## config.mk

```make
export PLATFORM = sky130hd
export DESIGN_NAME = seg_dist_ctrl_flat
export DESIGN_NICKNAME = d
export VERILOG_FILES = /design/src/rtl/seg_dist_ctrl_if.sv /design/src/rtl/seg_dist_ctrl.sv /design/src/flat_wrapper.sv
export SDC_FILE = /design/constraint.sdc
export NUM_CORES = 1
export LEC_CHECK = 0
export CAP_MARGIN = 0
export CELL_PAD_IN_SITES_DETAIL_PLACEMENT = 0
export CELL_PAD_IN_SITES_GLOBAL_PLACEMENT = 1
export CORE_MARGIN = 2
export CORE_UTILIZATION = 40
export CTS_CLUSTER_DIAMETER = 150
export DETAILED_ROUTE_END_ITERATION = 6
export PLACE_DENSITY = 0.75
export SKIP_LAST_GASP = 1
export SLEW_MARGIN = 30
export SYNTH_ARGS = -nofsm -noshare
export SYNTH_HDL_FRONTEND = slang
export SYNTH_SLANG_ARGS = --single-unit
export TNS_END_PERCENT = 100
```

## constraint.sdc

```tcl
create_clock -name clk -period 2.22 [get_ports clk]
set_input_delay 0.222 -clock clk [delete_from_list [all_inputs] [get_ports clk]]
set_output_delay 0.222 -clock clk [all_outputs]
set_load 0.02 [all_outputs]
```

## src/rtl/seg_dist_ctrl_if.sv

```systemverilog
// Sample/display bundle between the distance path, the controller and the
// seven-segment scan driver. The master side produces samples and consumes
// the digit set. The slave side is the controller.
interface seg_dist_ctrl_if #(
  parameter int DIN_W = 19
);
  logic [DIN_W-1:0] din;
  logic             din_valid;
  logic             din_ready;
  logic [23:0]      digits;
  logic             digits_upd;
  logic             oor;
  logic             busy;

  modport master (
    output din, din_valid,
    input  din_ready, digits, digits_upd, oor, busy
  );

  modport slave (
    input  din, din_valid,
    output din_ready, digits, digits_upd, oor, busy
  );
endinterface

```

## src/rtl/seg_dist_ctrl.sv

```systemverilog
// seg_dist_ctrl: rate-limited distance-to-BCD display controller.
// Accepts a 19-bit sample (0.01 mm/LSB) at most once per hold period.
// Converts the sample to six BCD digits with a sequential double-dabble.
// Presents a registered digit set that changes on a single edge.
// Optional build macro: SEG_DIST_LZ_BLANK_EN blanks the leading zeros in
// the two most significant digits of in-range results.
module seg_dist_ctrl #(
  parameter int HOLD_CYCLES = 5_000_000,
  parameter int MAX_VAL     = 400000,
  parameter int DIN_W       = 19
) (
  input  logic          clk,
  input  logic          rst_n,
  seg_dist_ctrl_if.slave bus
);

  localparam int               CNT_W     = (HOLD_CYCLES > 1) ? $clog2(HOLD_CYCLES) : 1;
  localparam logic [CNT_W-1:0] HOLD_LAST = CNT_W'(HOLD_CYCLES - 1);
  localparam logic [4:0]       ITER_LAST = 5'(DIN_W - 1);
  localparam logic [31:0]      MAX_U     = MAX_VAL;
  localparam logic [23:0]      DASHES    = 24'hEEEEEE;

  typedef enum logic [1:0] {
    S_HOLD,
    S_IDLE,
    S_CONV,
    S_DONE
  } state_t;

  state_t           state_q,    state_d;
  logic [CNT_W-1:0] hold_cnt_q, hold_cnt_d;
  logic [4:0]       iter_q,     iter_d;
  logic [DIN_W-1:0] bin_q,      bin_d;
  logic [23:0]      bcd_q,      bcd_d;
  logic [23:0]      digits_q,   digits_d;
  logic             oor_q,      oor_d;

  logic [23:0]      bcd_adj;
  logic [23:0]      bcd_shift;
  logic [DIN_W-1:0] bin_shift;
  logic [23:0]      conv_result;
  logic             din_oor;

  // Double-dabble step: add 3 to every nibble >= 5, then shift {bcd, bin} left.
  generate
    for (genvar gi = 0; gi < 6; gi++) begin : g_adj
      assign bcd_adj[gi*4 +: 4] = (bcd_q[gi*4 +: 4] >= 4'd5) ? bcd_q[gi*4 +: 4] + 4'd3
                                                             : bcd_q[gi*4 +: 4];
    end
  endgenerate

  assign bcd_shift = {bcd_adj[22:0], bin_q[DIN_W-1]};
  assign bin_shift = {bin_q[DIN_W-2:0], 1'b0};
  assign din_oor   = 32'(bus.din) > MAX_U;

`ifdef SEG_DIST_LZ_BLANK_EN
  // Blank leading zeros in the two top digits. The cm-units digit always shows.
  always_comb begin
    conv_result = bcd_shift;
    if (bcd_shift[23:20] == 4'd0) begin
      conv_result[23:20] = 4'hF;
      if (bcd_shift[19:16] == 4'd0) begin
        conv_result[19:16] = 4'hF;
      end
    end
  end
`else
  assign conv_result = bcd_shift;
`endif

  // State and datapath registers; reset discards any conversion in flight.
  always_ff @(posedge clk or negedge rst_n) begin
    if (!rst_n) begin
      state_q    <= S_HOLD;
      hold_cnt_q <= '0;
      iter_q     <= '0;
      bin_q      <= '0;
      bcd_q      <= '0;
      digits_q   <= DASHES;
      oor_q      <= 1'b0;
    end else begin
      state_q    <= state_d;
      hold_cnt_q <= hold_cnt_d;
      iter_q     <= iter_d;
      bin_q      <= bin_d;
      bcd_q      <= bcd_d;
      digits_q   <= digits_d;
      oor_q      <= oor_d;
    end
  end

  // Next-state logic. Handshake and status outputs depend only on the state.
  // The digit register is loaded on the edge that enters DONE, so the new
  // value and digits_upd appear together for the one DONE cycle.
  always_comb begin
    state_d        = state_q;
    hold_cnt_d     = hold_cnt_q;
    iter_d         = iter_q;
    bin_d          = bin_q;
    bcd_d          = bcd_q;
    digits_d       = digits_q;
    oor_d          = oor_q;
    bus.din_ready  = 1'b0;
    bus.digits_upd = 1'b0;
    bus.busy       = 1'b0;

    case (state_q)
      S_HOLD: begin
        if (hold_cnt_q == HOLD_LAST) begin
          state_d = S_IDLE;
        end else begin
          hold_cnt_d = hold_cnt_q + 1'b1;
        end
      end

      S_IDLE: begin
        bus.din_ready = 1'b1;
        if (bus.din_valid) begin
          bin_d  = bus.din;
          bcd_d  = '0;
          iter_d = '0;
          if (din_oor) begin
            oor_d    = 1'b1;
            digits_d = DASHES;
            state_d  = S_DONE;
          end else begin
            oor_d   = 1'b0;
            state_d = S_CONV;
          end
        end
      end

      S_CONV: begin
        bus.busy = 1'b1;
        bin_d    = bin_shift;
        bcd_d    = bcd_shift;
        iter_d   = iter_q + 5'd1;
        if (iter_q == ITER_LAST) begin
          digits_d = conv_result;
          state_d  = S_DONE;
        end
      end

      S_DONE: begin
        bus.busy       = 1'b1;
        bus.digits_upd = 1'b1;
        hold_cnt_d     = '0;
        state_d        = S_HOLD;
      end

      default: state_d = S_HOLD;
    endcase
  end

  assign bus.digits = digits_q;
  assign bus.oor    = oor_q;

endmodule
```

## src/flat_wrapper.sv

```systemverilog
// flat-port wrapper written by rule: the top's interface ports become plain ports
module seg_dist_ctrl_flat 
#(
  parameter int HOLD_CYCLES = 5_000_000,
  parameter int MAX_VAL     = 400000,
  parameter int DIN_W       = 19
)
  (clk, rst_n, bus_din, bus_din_valid, bus_din_ready, bus_digits, bus_digits_upd, bus_oor, bus_busy);
  seg_dist_ctrl_if #(.DIN_W(DIN_W)) bus_i ();
  input  logic clk;
  input  logic rst_n;
  input wire logic [$bits(bus_i.din)-1:0] bus_din;
  input wire logic [$bits(bus_i.din_valid)-1:0] bus_din_valid;
  output wire logic [$bits(bus_i.din_ready)-1:0] bus_din_ready;
  output wire logic [$bits(bus_i.digits)-1:0] bus_digits;
  output wire logic [$bits(bus_i.digits_upd)-1:0] bus_digits_upd;
  output wire logic [$bits(bus_i.oor)-1:0] bus_oor;
  output wire logic [$bits(bus_i.busy)-1:0] bus_busy;
  assign bus_i.din = bus_din;
  assign bus_i.din_valid = bus_din_valid;
  assign bus_din_ready = bus_i.din_ready;
  assign bus_digits = bus_i.digits;
  assign bus_digits_upd = bus_i.digits_upd;
  assign bus_oor = bus_i.oor;
  assign bus_busy = bus_i.busy;
  seg_dist_ctrl #(.HOLD_CYCLES(HOLD_CYCLES), .MAX_VAL(MAX_VAL), .DIN_W(DIN_W)) u_core (.clk(clk), .rst_n(rst_n), .bus(bus_i));
endmodule
```

# After elaboration in Yosys (flattened, before gate mapping)
# Cells that the tools add are included.
totals:
  rom_bits: 0
  input_bits: 22
  mem_count: 0
  word_cells: 68
  ram_bits: 0
  out_inout_bits: 28
  reg_bits: 98
  latch_bits: 0
op_classes:
  reduce_logical: 9
  n_mul: 0
  order_cmp: 7
  addsub: 8
  div: 0
  mux: 27
  eq_ne: 10
  shift: 0
  n_bitwise: 0
op_table:
  columns: ["op", "count"]
  rows:
  - ["24-bit 2-to-1 mux", 4]
  - ["24-bit one-hot mux with 2 select lines", 2]
  - ["23-bit one-hot mux with 2 select lines", 1]
  - ["19-bit one-hot mux with 2 select lines", 1]
  - ["4-bit by 3-bit greater-or-equal comparator with 1-bit output, second input constant", 6]
  - ["23-bit by 1-bit adder with 23-bit output, second input constant", 1]
  - ["23-bit == test, second input constant", 1]
  - ["23-bit 2-to-1 mux", 1]
  - ["4-bit by 2-bit adder with 4-bit output, second input constant", 5]
  - ["4-bit 2-to-1 mux", 5]
  - ["19-bit > comparator, second input constant", 1]
  - ["19-bit 2-to-1 mux", 1]
  - ["5-bit one-hot mux with 2 select lines", 1]
  - ["2-bit one-hot mux with 4 select lines", 1]
  - ["2-bit 2-to-1 mux", 3]
  - ["2-bit by 1-bit inequality test with 1-bit output, second input constant", 3]
  - ["2-bit AND reduction", 3]
  - ["5-bit by 1-bit adder with 5-bit output, second input constant", 1]
  - ["5-bit == test, second input constant", 1]
  - ["1-bit 2-to-1 mux", 5]
  - ["5-bit 2-to-1 mux", 1]
  - ["2-bit == test, second input constant", 2]
  - ["2-bit inequality test, second input constant", 2]
  - ["4-bit AND reduction", 1]
  - ["other kinds (7)", 8]

# Longest topological paths before layout
logic_depth:
  word_depth: 4
  ltp_mapped: 9

# Worst setup path before layout
# No wires, ideal clock.
synth_path:
  path_kind: "register to register"
  startpoint: "reg u_core.state_q[1]"
  endpoint: "reg u_core.digits_q[16], in the netlist u_core.bus.digits[16]"
  synth_period_minus_slack_ns: 2.139
  setup_ns: 0.125
  setup_slack_ns: 0.081
  t_arrival_ns: 2.014
  path_stages_with_launch: 9
  n_path_buf: 1
  cell_sequence: "dfrtp_1 inv_1 ha_1 nand2_1 o21ai_0 and2_0 and2_4 buf_6 mux2_4"
synth_between:
  elab_chain_len: 3
synth_lines:
  columns: ["element", "line", "source"]
  rows:
  - ["start: declaration", "seg_dist_ctrl.sv:30", "state_t state_q, state_d;"]
  - ["start signal: assignment", "seg_dist_ctrl.sv:82", "state_q <= state_d;"]
  - ["2-bit == test or 2-bit by 1-bit == test with 1-bit output (tied branches)", "seg_dist_ctrl.sv:107", "case (state_q)"]
  - ["2-bit by 1-bit inequality test with 1-bit output (no line), or another cell as far along", null, null]
  - ["4-bit AND reduction (no line)", null, null]
  - ["end signal: assignment", "seg_dist_ctrl.sv:87", "digits_q <= digits_d;"]
  - ["end: declaration", "seg_dist_ctrl.sv:35", "logic [23:0] digits_q, digits_d;"]
# Several ways; a longest one is shown, not always the timed one.
# A chain may end at the register's enable or synchronous reset.

# Worst setup path after layout
layout_path:
  startpoint: "reg u_core.hold_cnt_q[8]"
  endpoint: "reg u_core.hold_cnt_q[0]"
layout_between:
  elab_chain_len: 3
layout_lines:
  columns: ["element", "line", "source"]
  rows:
  - ["start: declaration", "seg_dist_ctrl.sv:31", "logic [CNT_W-1:0] hold_cnt_q, hold_cnt_d;"]
  - ["start signal: assignment", "seg_dist_ctrl.sv:83", "hold_cnt_q <= hold_cnt_d;"]
  - ["23-bit == test", "seg_dist_ctrl.sv:109", "if (hold_cnt_q == HOLD_LAST) begin"]
  - ["2-bit inequality test (no line)", null, null]
  - ["2-bit AND reduction (no line)", null, null]
# No other way between the ends.

==> implementation parameters <==
Parameter                              Value

Status
  Result of the run    completed

Clock tree
  Total clock buffers created by CTS    9
  Count of buffers added by post-CTS timing repair for setup    0
  Clock-pin slew on the worst setup and hold paths    about 0.070 ns
  Root cell of the clock tree    sky130_fd_sc_hd__clkbuf_16
  Clock network latency to the later pin of the worst-skew pair    roughly 0.34 ns
  Number of H-tree levels    3
  TritonCTS clock tree    built
  Sinks on the clock net    98
  Max Root-Sink Buffers    2

Yosys
  Distinct cell type count after synthesis    55
  Gate Count Post-Synth    roughly 530
  Post-Syn Nets    roughly 570
  Number of flops mapped to enable cells by yosys    0
  Synthesized area    slightly above 5000 sq um
  Synthesis Warnings    0
  Post-synthesis sequential element count    98
  Sequential element share of the synthesized area    0.482
  Average footprint of a synthesized cell    around 9.6 sq um
  Main synth FF type    sky130_fd_sc_hd__dfrtp_1
  Fraction of synthesis flops using an asynchronous set or reset pin    1.00

Floorplan
  Top-level I/O count    50
  Die height    117 um
  Die Area    ~14000 sq um
  Initial core utilization    0.409
  Number of placement rows    41
  Width of the chip    117 um
  CORE AREA    around 13000 sq um

STA
  Unrepaired setup endpoints after global routing    false
  Setup TNS    0 ns
  Fmax    between 400 and 500 MHz
  Pin slew with the least headroom to its limit    approximately 0.54 ns
  Remaining max-slew budget at the tightest pin    0.640
  Final Slew Violations    0
  Time the worst path needs with I/O delays and setup    around 2.0 ns
  Setup-failing EPs final    0
  Total count of hold-check failures in the final report    0
  Final period utilization    0.922
  Worst clock skew    0.00986 ns

Routing
  Total Wirelength    11.9 mm
  Vias/cell    approximately 5.3
  Count of unresolved DRC violations after routing    0
  Wire per inst    15.2 um
  First-pass iteration count of the detailed router    4
  Count of nets left with antenna violations after detail routing    0
  Initial DRC count    183
  Via count of the routed design    approximately 4200

Setup path
  Data required time at the worst endpoint    around 2.4 ns
  Buffers & Inverters on Critical Path    1
  Crit path cell chain    nand2_1 > or4_1 > nor3_2 > buf_4 > mux2i_1 > o21ai_0
  CP max stage cell    sky130_fd_sc_hd__or4_1
  Worst path arrival time    2.26 ns
  Delay contributed by the slowest stage of the critical path    0.61 ns
  Startpoint type of the worst setup path    flip-flop
  Critical Setup Path Class    flip-flop to flip-flop
  CP endpoint kind    flip-flop
  Cell type group with the largest total delay on the critical path    simple AND/OR/NAND/NOR gates
  Crit-path max FO    7

Cells and area
  NumNets Final    about 650
  Layout cells sized above 1    0.142
  Final design instance area without fill    6330 sq um
  Area grow syn2layout    23.2%
  Count of antenna diodes in the layout    0

Global route
  Number of global-route vias before repair    a little over 4000
  Total congestion overflow after global routing    0
  Maximum number of pins on one net before global-route repair    40
  Initial antenna violation count    0
  Wire length of the first global-routing pass    between 20 and 25 mm
  GRT Resource Usage Total    0.183

Placement
  PortBufs    49
  HPWL after detailed placement    slightly below 9 mm
  Weighted congestion at the end of routability-driven global placement    0.832
  Post-placement cell area    6030 sq um

Job
  Number of maximum-capacitance constraint violations    0

Power
  Peak supply drop    346 uV
  Overall Power    between 3 and 4 mW
  Leak Pwr    around 2.7 nW
  P per Cell Area    536 nW/um^2

Min path
  Worst min-delay path class    input pin to asynchronous set/reset pin
worst paths after layout:
| path | from | endpoint | slack (ns) | cells past startpoint |
|---|---|---|---|---|
| worst max register to register | u_core.hold_cnt_q[8] | u_core.hold_cnt_q[0] | 0.17 | 6 |
| worst max-delay path | u_core.hold_cnt_q[8] | u_core.hold_cnt_q[0] | 0.17 | 6 |
| max in group asynchronous | rst_n | u_core.bus.digits[21] | 1.13 | 3 |
| min in group clk | u_core.bin_q[9] | u_core.bin_q[9] | 0.49 | 2 |
| worst min register to register | u_core.bin_q[9] | u_core.bin_q[9] | 0.49 | 2 |
| worst min-delay path | rst_n | u_core.hold_cnt_q[20] | 0.41 | 2 |
where the power goes:
part / internal [mW] / switching [mW] / total, mW / leakage, nW
registers: 1.79 / 0 / 1.79 / 1.24
clock network: 0.827 / 0.670 / 1.50 / 0.140
logic: 0.0520 / 0.0577 / 0.110 / 1.34
worst register-to-register path, cell delays in order (launching register included):
cell and delay, ns:
sky130_fd_sc_hd__dfrtp_1 0.39, sky130_fd_sc_hd__nand2_1 0.16, sky130_fd_sc_hd__or4_1 0.61, sky130_fd_sc_hd__nor3_2 0.29, sky130_fd_sc_hd__buf_4 0.21, sky130_fd_sc_hd__mux2i_1 0.18, sky130_fd_sc_hd__o21ai_0 0.10
cell families (layout without fill, tap and decap cells):
logic type | after synthesis | in the layout | synth area share
AND/OR/NAND/NOR | 180 | 180 | 0.172
AO/OA/AOI/OAI | 126 | 126 | 0.147
flip-flops | 98 | 98 | 0.482
buffers and inverters | 55 | 134 | 0.0465
multiplexers | 34 | 34 | 0.0699
XOR/XNOR | 21 | 21 | 0.0358
adder cells (fa/ha/maj) | 19 | 19 | 0.0463
state kept, by name, indices dropped and copies added (netlist names):
| name | flops |
|---|---|
| u_core.bcd_q | 24 |
| u_core.bin_q | 19 |
| u_core.bus.digits | 24 |
| u_core.bus.oor | 1 |
| u_core.hold_cnt_q | 23 |
| u_core.iter_q | 5 |
| u_core.state_q | 2 |
metrics by stage:
step | instances | utilization | hold WS, ns | setup WS [ns]
global route | 784 | 0.504 | 0.456 | 0.0148
finish | 784 | 0.504 | 0.413 | 0.173
floorplan | 533 | - | -0.0736 | 0.0813
global placement | 767 | 0.480 | 0.232 | 0.00410
detailed placement | 767 | 0.480 | 0.248 | -0.0234
CTS | 784 | 0.503 | 0.442 | 0.145
repair_timing:
action                                 CTS  global route
setup endpoints to repair                1             3
hold buffers                             1             0
resized for setup                        2             2
endpoints found under the hold margin   31             0
synthesized netlist by cell type (8+ instances only):
| master | instances | area, sq um |
|---|---|---|
| sky130_fd_sc_hd__nand3_1 | 16 | 80.1 |
| sky130_fd_sc_hd__nand2_1 | 72 | 270 |
| sky130_fd_sc_hd__nor3_1 | 12 | 60.1 |
| sky130_fd_sc_hd__mux2i_1 | 25 | 250 |
| sky130_fd_sc_hd__dfstp_2 | 18 | 473 |
| sky130_fd_sc_hd__ha_1 | 19 | 238 |
| sky130_fd_sc_hd__xor2_1 | 8 | 70.1 |
| sky130_fd_sc_hd__nand4_1 | 14 | 87.6 |
| sky130_fd_sc_hd__xnor2_1 | 13 | 114 |
| sky130_fd_sc_hd__o21ai_0 | 57 | 285 |
| sky130_fd_sc_hd__dfrtp_1 | 80 | 2000 |
| sky130_fd_sc_hd__a21oi_1 | 23 | 115 |
| sky130_fd_sc_hd__o22a_1 | 13 | 114 |
| sky130_fd_sc_hd__nor2_1 | 25 | 93.8 |
| sky130_fd_sc_hd__clkbuf_1 | 17 | 63.8 |
| sky130_fd_sc_hd__inv_1 | 30 | 113 |
layer usage:
layer / routed length (um) / GRT usage
met5: 0 / 0
met4: 148 / 0.0761
met3: 555 / 0.0302
met2: 5480 / 0.287
met1: 5760 / 0.254
cell type report:
cell class / count / area [sq um]
multi-input combinational: 380 / 2440
sequential: 98 / 2470
clock buffer: 13 / 260
tap: 172 / 215
clock inverter: 3 / 22.5
timing repair buffer: 87 / 800
fill: 1216 / 6240
inverter: 31 / 116
cells in the final DEF, fill, tap and decap left out, types with 3 or more instances in the layout:
| cell | count |
|---|---|
| sky130_fd_sc_hd__dfrtp_1 | 80 |
| sky130_fd_sc_hd__nand2_1 | 72 |
| sky130_fd_sc_hd__o21ai_0 | 57 |
| sky130_fd_sc_hd__clkdlybuf4s50_1 | 47 |
| sky130_fd_sc_hd__buf_4 | 36 |
| sky130_fd_sc_hd__inv_1 | 30 |
| sky130_fd_sc_hd__nor2_1 | 25 |
| sky130_fd_sc_hd__mux2i_1 | 25 |
| sky130_fd_sc_hd__a21oi_1 | 23 |
| sky130_fd_sc_hd__ha_1 | 18 |
| sky130_fd_sc_hd__dfstp_2 | 18 |
| sky130_fd_sc_hd__nand3_1 | 16 |
| sky130_fd_sc_hd__nand4_1 | 14 |
| sky130_fd_sc_hd__xnor2_1 | 13 |
| sky130_fd_sc_hd__o22a_1 | 13 |
| sky130_fd_sc_hd__nor3_1 | 12 |
| sky130_fd_sc_hd__clkbuf_16 | 9 |
| sky130_fd_sc_hd__xor2_1 | 8 |
| sky130_fd_sc_hd__nand2b_1 | 7 |
| sky130_fd_sc_hd__mux2_2 | 7 |
| sky130_fd_sc_hd__or3_1 | 7 |
| sky130_fd_sc_hd__o22ai_1 | 7 |
| sky130_fd_sc_hd__a31oi_1 | 7 |
| sky130_fd_sc_hd__a22o_1 | 4 |
| sky130_fd_sc_hd__and3_1 | 4 |
| sky130_fd_sc_hd__nor2b_1 | 3 |
| sky130_fd_sc_hd__and4_1 | 3 |
| sky130_fd_sc_hd__and2_1 | 3 |
| sky130_fd_sc_hd__o211ai_1 | 3 |
No activity file was read; power rests on OpenSTA's default activity.
